**config.mk**
```make
export PLATFORM = sky130hd
export DESIGN_NAME = shared_net_arbiter
export DESIGN_NICKNAME = d
export VERILOG_FILES = /design/src/rtl/shared_net_arbiter_pkg.sv /design/src/rtl/shared_net_arbiter_rr_pick.sv /design/src/rtl/shared_net_arbiter.sv
export SDC_FILE = /design/constraint.sdc
export NUM_CORES = 1
export LEC_CHECK = 0
export CAP_MARGIN = 20
export CORE_AREA = 3 3 40 42
export DETAILED_ROUTE_END_ITERATION = 12
export DIE_AREA = 0 0 43 45
export GPL_TIMING_DRIVEN = 0
export PLACE_DENSITY_LB_ADDON = 0.3
export RECOVER_POWER = 25
export SLEW_MARGIN = 5
export SYNTH_ARGS = -nofsm -noshare
export SYNTH_HDL_FRONTEND = slang
export SYNTH_SLANG_ARGS = --single-unit
```
**constraint.sdc**
```tcl
create_clock -name clk -period 1.7 [get_ports clk]
set_input_delay 0.17 -clock clk [delete_from_list [all_inputs] [get_ports clk]]
set_output_delay 0.17 -clock clk [all_outputs]
set_load 0.01 [all_outputs]
```
**src/rtl/shared_net_arbiter_pkg.sv**
```systemverilog
// Shared types and helpers for the shared-net arbiter.
// Optional bus turnaround is enabled by defining ARB_TURNAROUND_EN.
package shared_net_arb_pkg;

  localparam int N_REQ_DEFAULT    = 2;
  localparam int MAX_HOLD_DEFAULT = 8;
  localparam int N_REQ_MAX        = 8;

  typedef enum logic [1:0] {
    IDLE = 2'd0,
    OWN  = 2'd1,
    TURN = 2'd2
  } arb_state_t;

  // Returns {found, index[2:0]} of the first set bit at or after ptr,
  // wrapping modulo n. Only the low n bits of req are considered.
  function automatic logic [3:0] rr_first(input logic [N_REQ_MAX-1:0] req,
                                          input logic [2:0]           ptr,
                                          input int                   n);
    logic [3:0] res;
    int         idx;
    res = '0;
    for (int k = 0; k < N_REQ_MAX; k++) begin
      if (k < n && !res[3]) begin
        idx = int'(ptr) + k;
        if (idx >= n) idx = idx - n;
        if (req[idx[2:0]]) begin
          res[3]   = 1'b1;
          res[2:0] = idx[2:0];
        end
      end
    end
    return res;
  endfunction

endpackage

```
**src/rtl/shared_net_arbiter_rr_pick.sv**
```systemverilog
// Combinational round-robin picker: first requester at or after ptr.
// Used by shared_net_arbiter (build option ARB_TURNAROUND_EN has no effect here).
module rr_pick
  import shared_net_arb_pkg::*;
#(
  parameter  int N_REQ = N_REQ_DEFAULT,
  localparam int ID_W  = (N_REQ > 1) ? $clog2(N_REQ) : 1
) (
  input  logic [N_REQ-1:0] req,
  input  logic [ID_W-1:0]  ptr,
  output logic [ID_W-1:0]  winner,
  output logic             found
);

  logic [3:0] pick;

  assign pick   = rr_first(N_REQ_MAX'(req), 3'(ptr), N_REQ);
  assign winner = pick[ID_W-1:0];
  assign found  = pick[3];

endmodule

```
**src/rtl/shared_net_arbiter.sv**
```systemverilog
// Round-robin owner arbiter for one shared net with bounded hold time.
// Define ARB_TURNAROUND_EN to insert a bus-idle TURN cycle between owners.
module shared_net_arbiter
  import shared_net_arb_pkg::*;
#(
  parameter  int N_REQ    = N_REQ_DEFAULT,
  parameter  int MAX_HOLD = MAX_HOLD_DEFAULT,
  localparam int ID_W     = (N_REQ > 1) ? $clog2(N_REQ) : 1,
  localparam int HOLD_W   = (MAX_HOLD > 1) ? $clog2(MAX_HOLD) : 1
) (
  input  logic             clk,
  input  logic             rst,
  input  logic [N_REQ-1:0] req,
  output logic [N_REQ-1:0] grant,
  output logic [N_REQ-1:0] oe,
  output logic [ID_W-1:0]  owner_id,
  output logic             busy
);

  arb_state_t        state_q, state_d;
  logic [N_REQ-1:0]  grant_q, grant_d;
  logic [N_REQ-1:0]  oe_q, oe_d;
  logic [ID_W-1:0]   owner_id_q, owner_id_d;
  logic [ID_W-1:0]   rr_ptr_q, rr_ptr_d;
  logic [HOLD_W-1:0] hold_cnt_q, hold_cnt_d;

  logic [N_REQ-1:0]  pick_req;
  logic [ID_W-1:0]   pick_ptr;
  logic [ID_W-1:0]   pick_winner;
  logic              pick_found;
  logic [N_REQ-1:0]  win_onehot;
  logic [ID_W-1:0]   next_ptr;
  logic              owner_req;
  logic              competitor;
  logic              hold_limit;

  // While owning, the picker looks past the owner starting at owner+1 so a
  // handoff can be decided in the release cycle itself.
  always_comb begin
    owner_req  = |(req & grant_q);
    competitor = |(req & ~grant_q);
    hold_limit = (hold_cnt_q == HOLD_W'(MAX_HOLD - 1));
    next_ptr   = (owner_id_q == ID_W'(N_REQ - 1)) ? '0 : owner_id_q + ID_W'(1);
    if (state_q == OWN) begin
      pick_req = req & ~grant_q;
      pick_ptr = next_ptr;
    end else begin
      pick_req = req;
      pick_ptr = rr_ptr_q;
    end
    for (int i = 0; i < N_REQ; i++) begin
      win_onehot[i] = (pick_winner == ID_W'(i));
    end
  end

  rr_pick #(.N_REQ(N_REQ)) u_rr_pick (
    .req    (pick_req),
    .ptr    (pick_ptr),
    .winner (pick_winner),
    .found  (pick_found)
  );

  always_comb begin
    // NOTE: every next-state signal takes its current value first so no path
    // through the case leaves it unassigned and infers a latch.
    state_d    = state_q;
    grant_d    = grant_q;
    oe_d       = oe_q;
    owner_id_d = owner_id_q;
    rr_ptr_d   = rr_ptr_q;
    hold_cnt_d = hold_cnt_q;

    case (state_q)
      IDLE: begin
        if (pick_found) begin
          state_d    = OWN;
          grant_d    = win_onehot;
          oe_d       = win_onehot;
          owner_id_d = pick_winner;
          hold_cnt_d = '0;
        end
      end

      OWN: begin
        if (owner_req && !(hold_limit && competitor)) begin
          if (!competitor)     hold_cnt_d = '0;
          else if (!hold_limit) hold_cnt_d = hold_cnt_q + HOLD_W'(1);
        end else begin
          rr_ptr_d = next_ptr;
`ifdef ARB_TURNAROUND_EN
          state_d = TURN;
          grant_d = '0;
          oe_d    = '0;
`else
          if (pick_found) begin
            state_d    = OWN;
            grant_d    = win_onehot;
            oe_d       = win_onehot;
            owner_id_d = pick_winner;
            hold_cnt_d = '0;
          end else begin
            state_d = IDLE;
            grant_d = '0;
            oe_d    = '0;
          end
`endif
        end
      end

`ifdef ARB_TURNAROUND_EN
      TURN: begin
        state_d = IDLE;
        grant_d = '0;
        oe_d    = '0;
      end
`endif

      default: begin
        state_d = IDLE;
        grant_d = '0;
        oe_d    = '0;
      end
    endcase
  end

  // NOTE: all state updates use non-blocking assignment so every flop samples
  // the pre-edge values regardless of statement order.
  always_ff @(posedge clk) begin
    if (rst) begin
      state_q    <= IDLE;
      grant_q    <= '0;
      oe_q       <= '0;
      owner_id_q <= '0;
      rr_ptr_q   <= '0;
      hold_cnt_q <= '0;
    end else begin
      state_q    <= state_d;
      grant_q    <= grant_d;
      oe_q       <= oe_d;
      owner_id_q <= owner_id_d;
      rr_ptr_q   <= rr_ptr_d;
      hold_cnt_q <= hold_cnt_d;
    end
  end

  assign grant    = grant_q;
  assign oe       = oe_q;
  assign owner_id = owner_id_q;
  assign busy     = |grant_q;

  a_grant_onehot0 : assert property (@(posedge clk) $onehot0(grant_q));
  a_oe_subset     : assert property (@(posedge clk) (oe_q & ~grant_q) == '0);

endmodule
```
# Word-level counts from Yosys, hierarchy flattened
# Cells that the tools add are included.
# classes
n_reduce_logical,12
n_lt_le_gt_ge,4
mux,29
n_bitwise,5
add_sub_neg,5
eq_ne,5
# op_table
cell,count
$ge 32x3->1 const B,1
$mux 3,7
$mux 2,6
$mux 4,3
$lt 3x4->1 const B,2
$pmux 2 s2,2
$reduce_and 2->1,4
$mux 1,7
$bmux 1 s3,2
$pmux 3 s2,1
$reduce_or 2->1,3
$and 2x2->2,2
$ne 4x4->1 const B,1
$add 3x1->3 const B,1
$eq 3x3->1 const B,1
$sub 1x2->3 const B,1
$sub 3x3->3 const B,1
$add 1x1->2 const B,1
$eq 2x1->1 const B,1
$ge 1x2->1 const B,1
$logic_and 1x1->1,2
$logic_not 2->1,1
$ne 2x1->1 const B,1
$ne 2x2->1 const B,1
other kinds (6),7
# totals
register_bits,9
input_bits,4

# Depth between registers and ports, before layout
# Gate-level depths: netlist (run 1).
# depth
ltp_word,17
depth_mapped,6
ltp_nobuf,6

# Modules after synthesis
# Synthesis (run 1) repeated with hierarchy kept, for this count alone.
# unflattened
cells_unflattened,52
area_unflattened_um2,470.5
# by_module_without_submodules
module,n_inst,cells_each,seq_area_each_um2,area_per_inst_um2
shared_net_arbiter,1,49,160.2,452.9
rr_pick,1,3,0.0,17.5

# Least setup slack after synthesis (run 1)
# OpenSTA, ideal clock, no wires.
# synth_timing
path_kind,reg-to-reg
from,register hold_cnt_q[0]
to,register hold_cnt_q[0]
t_required_ns,1.635
n_path_buf,0
setup_time_ns,0.065
arrival_time_ns,1.410
path_stages_with_launch,7
synth_period_minus_slack_ns,1.475
slack_ns,0.225
cell_sequence,dfxtp_1 -> ha_1 -> ha_1 -> nand2b_1 -> nor4_1 -> mux2i_1 -> nor2_1
# synth_between
elab_chain_cells,6
elab_cells_between_ends,12
classes_between,1 x add/sub; 2 x eq/ne; 5 x mux; 4 x reduce/logical
# synth_rtl
element,line_no,source
start: declaration,shared_net_arbiter.sv:25,"logic [HOLD_W-1:0] hold_cnt_q, hold_cnt_d;"
start signal: assignment,shared_net_arbiter.sv:142,hold_cnt_q <= hold_cnt_d;
branches (longest 6 deep; another with $add 3x1->3),-,
# Parallel ways; which one is timed is not known. The select of a mux whose other input is x is not followed.
# A chain may end at the register's enable or synchronous reset.

# Worst setup path after layout (run 1)
# layout_timing
from,register hold_cnt_q[0]
to,"register oe_q[0], in the netlist oe[0]"
# layout_between
elab_chain_cells,6
# layout_rtl
element,line_no,source
$eq 3x3->1,shared_net_arbiter.sv:42,hold_limit = (hold_cnt_q == HOLD_W'(MAX_HOLD - 1));
$logic_and 1x1->1,shared_net_arbiter.sv:85,if (owner_req && !(hold_limit && competitor)) begin
$logic_not 1->1,shared_net_arbiter.sv:85,
$logic_and 1x1->1,shared_net_arbiter.sv:85,
$ne 2x2->1 (no line),-,
$reduce_and 2->1 (no line),-,
end signal: assignment,shared_net_arbiter.sv:132,oe_q <= '0;
end signal: assignment,shared_net_arbiter.sv:139,oe_q <= oe_d;
end: declaration,shared_net_arbiter.sv:22,"logic [N_REQ-1:0] oe_q, oe_d;"
# No other way between the ends.

==> flow_metrics.env, run 1 <==
export IMPL_post_cts_buffers=0
export IMPL_die_area_um2=1935
export IMPL_io_pins=10
export IMPL_ff2ff_path_depth=6
export IMPL_met1_usage=0.1359
export IMPL_ir_drop_uv=432.9
export IMPL_dp_hpwl_um=792.1
export IMPL_slowest_stage="dfxtp_1"
export IMPL_fin_crit_ps=1571
export IMPL_ys_seq_area_frac=0.2864
export IMPL_hold_slack_ps=233.1
export IMPL_leakage_uw=0.0002990
export IMPL_worst_slew_margin_rel=0.7064
export IMPL_grt_busiest_layer="met2"
export IMPL_tns_ps=0
export IMPL_drive_gt1_frac=0.2192
export IMPL_drt_iter0_markers=5
export IMPL_outcome="finished, final reports clean"
export IMPL_drv_slew=0
export IMPL_dieWidth_um=43
export IMPL_cts_hold_buf=0
export IMPL_hold_viol=0
export IMPL_clockRootBuffer="clkbuf_4"
export IMPL_finalNetCount=81
export IMPL_stdcell_count=88
export IMPL_dieHeight_um=45
export IMPL_maxCapViolations=0
export IMPL_tightestPinTransition_ps=440.4
export IMPL_antenna_cells=0
export IMPL_grt_usage=0.1210
export IMPL_cp_data_required_time_ps=1880
export IMPL_rows=13
export IMPL_antenna_found_initial=0
export IMPL_setup_slack_ps=128.5
export IMPL_grtUsageMet3=0.05976
export IMPL_hold_end="state_q[0]$_SDFFE_PP0P_"
export IMPL_path_buf_inv=0
export IMPL_initial_core_util=0.4352
export IMPL_postRouteAntennaNets=0
export IMPL_dp_cells=85
export IMPL_vias=477
export IMPL_crit_path_start_kind="flip-flop"
export IMPL_r2r_start="hold_cnt_q[0]$_SDFFE_PP0P_"
export IMPL_grt_overflow_total=0
export IMPL_critical_path_top_delay_family="adder cells"
export IMPL_syn_nets=70
export IMPL_end_kind="flip-flop"
export IMPL_path_class="reg2reg"
export IMPL_power_density_nw_per_um2=746.3
export IMPL_arrival_ps=1750
export IMPL_clock_latency_ps=250
export IMPL_reg2reg_slack_ps=130
export IMPL_grt_pass1_wl_um=1759
export IMPL_hp_start="req[0]"
export IMPL_cts_sinks=8
export IMPL_power_uw=503.3
export IMPL_numCtsBuffers=3
export IMPL_yosysWarnings=0
export IMPL_io_buffers=6
export IMPL_finalSetupViolations=0
export IMPL_path_common_cell="ha_1"
export IMPL_ys_types=30
export IMPL_avgSynthCellArea_um2=8.739
export IMPL_rsz0062_at_grt="false"
export IMPL_crit_fanout=4
export IMPL_htree_levels=1
export IMPL_met2_usage=0.2126
export IMPL_drt_wl_total_um=1054
export IMPL_place_congestion=0.7285
export IMPL_firstDrtPassIters=4
export IMPL_finalCritPeriodShare=0.9244
export IMPL_route_detailed_drc=0
export IMPL_cts_tree="yes"
export IMPL_syn_area_um2=559.3
export IMPL_cp_cell_sequence="ha_1, ha_1, nand2b_1, a21oi_1, a221oi_2, mux2i_1"
export IMPL_grt_max_degree=11
export IMPL_avgViaCountPerCell=5.420
export IMPL_ys_ff_latch=8
export IMPL_path_clk_slew_ps=50
export IMPL_wire_per_inst_um=11.98
export IMPL_max_stage_delay_ps=340
export IMPL_area_growth_pct=20.58
export IMPL_min_path_cells=3
export IMPL_rr_endpoint="oe[0]$_SDFFE_PP0P_"
export IMPL_hold_path_class="in2reg"
export IMPL_fmax_mhz=636.3
export IMPL_skew_ps=3.213
export IMPL_cts_buffer_depth=2
export IMPL_synthCells=64
export IMPL_dp_worst_setup_slack_ps=-31.49
export IMPL_grt_pass1_vias=425
export IMPL_coreArea_um2=1285
-- timing repair --
| item | in CTS | in global routing |
|---|---|---|
| hold endpoints to repair | 0 | 0 |
| endpoints found under the setup margin | 3 | 4 |
| pin swaps | 0 | 0 |
| resized for setup | 1 | 2 |
-- kinds of logic (layout without fill, tap and decap cells) --
group	Yosys count	in the layout	synth area share
flip-flops	8	8	0.2863
buffers and inverters	11	20	0.1275
AND/OR/NAND/NOR	23	23	0.2484
adder cells (fa/ha/maj)	2	2	0.04474
XOR/XNOR	1	1	0.01566
AO/OA/AOI/OAI	17	17	0.2416
multiplexers	2	2	0.03580
-- worst min-delay path: stages --
cell and delay, ps:
buf_6 110, nor2_1 80, nor2_1 80
-- worst max path at each step --
| stage | startpoint | to | slack [ps] | depth (start not counted) |
|---|---|---|---|---|
| 4_1_cts | oe[0]$_SDFFE_PP0P_ | busy | 10 | 3 |
| 2_1_floorplan | hold_cnt_q[0]$_SDFFE_PP0P_ | hold_cnt_q[0]$_SDFFE_PP0P_ | 220 | 6 |
| 3_5_place_dp | hold_cnt_q[0]$_SDFFE_PP0P_ | hold_cnt_q[1]$_SDFFE_PP0P_ | -30 | 6 |
| 6_report | hold_cnt_q[0]$_SDFFE_PP0P_ | oe[0]$_SDFFE_PP0P_ | 130 | 6 |
| 5_1_grt | hold_cnt_q[0]$_SDFFE_PP0P_ | hold_cnt_q[0]$_SDFFE_PP0P_ | 20 | 6 |
| 3_3_place_gp | hold_cnt_q[0]$_SDFFE_PP0P_ | hold_cnt_q[0]$_SDFFE_PP0P_ | 40 | 6 |
-- layout by cell type, fill, tap and decap left out, types with 2 or more instances in the layout --
| cell | instances |
|---|---|
| a21oi_1 | 4 |
| a22oi_1 | 2 |
| buf_4 | 5 |
| clkbuf_1 | 2 |
| clkbuf_4 | 3 |
| clkdlybuf4s50_1 | 3 |
| dfxtp_1 | 8 |
| dlygate4sd3_1 | 2 |
| ha_1 | 2 |
| inv_1 | 3 |
| mux2i_1 | 2 |
| nand2_1 | 3 |
| nand2b_1 | 3 |
| nand3b_1 | 2 |
| nor2_1 | 5 |
| o21ai_0 | 6 |
-- layout make-up --
| cell class | instances | area (um^2) |
|---|---|---|
| buffer | 8 | 56.30 |
| clock buffer | 3 | 22.52 |
| fill | 127 | 610.6 |
| inverter | 3 | 11.26 |
| multi-input combinational | 45 | 342.8 |
| sequential | 8 | 160.2 |
| tap | 15 | 18.77 |
| timing repair buffer | 6 | 62.56 |
-- cells in the mapped netlist, drive strengths merged --
library cell | number | area (um^2)
inv | 3 | 11.26
a211o | 1 | 10.01
nor2b | 2 | 20.02
xnor2 | 1 | 8.760
or2 | 1 | 6.260
ha | 2 | 25.02
dfxtp | 8 | 160.2
nand4 | 1 | 6.260
a221oi | 2 | 23.77
clkbuf | 1 | 3.750
nand3b | 2 | 15.01
nand3 | 1 | 5.000
or2b | 1 | 7.510
or3 | 1 | 6.260
a22oi | 3 | 36.28
mux2i | 2 | 20.02
or3b | 1 | 8.760
nand2 | 3 | 11.26
nor4 | 1 | 6.260
nand4b | 1 | 8.760
o221ai | 1 | 15.01
o21ai | 6 | 30.03
nand2b | 3 | 18.77
buf | 7 | 56.30
nor2 | 5 | 18.77
a21oi | 4 | 20.02
-- through the flow --
stage / area (um^2) / utilization
after global routing: 674.4 / 0.5248
after CTS: 666.9 / 0.5190
after detailed placement: 638.1 / 0.4966
after floorplan: 559.3 / -
after global placement: 638.1 / 0.4966
final: 674.4 / 0.5248
-- per-layer routing --
metal	routed length, um	vias to the layer above
met4	0	0
met3	48	0
li1	-	245
met1	463	222
met2	541	10
met5	0	-
-- registers in the layout, indices dropped and copies added, names as in the netlist --
name / cells
hold_cnt_q: 3
oe: 2
state_q: 1
rr_ptr_q: 1
owner_id: 1
-- power by group --
| part | internal, uW | switching (uW) | total, uW |
|---|---|---|---|
| logic | 78.6 | 77.3 | 156 |
| registers | 200 | 7.25 | 207 |
| clock network | 80.5 | 59.9 | 140 |
Note: power is estimated with default switching activity, not from simulation.
==> run 2: changes to the inputs <==
ABC_CLOCK_PERIOD_IN_PS = 1700   (was unset)
==> results of run 2 <==
Same layout as run 1: the final DEF is identical, and so are final timing and power.
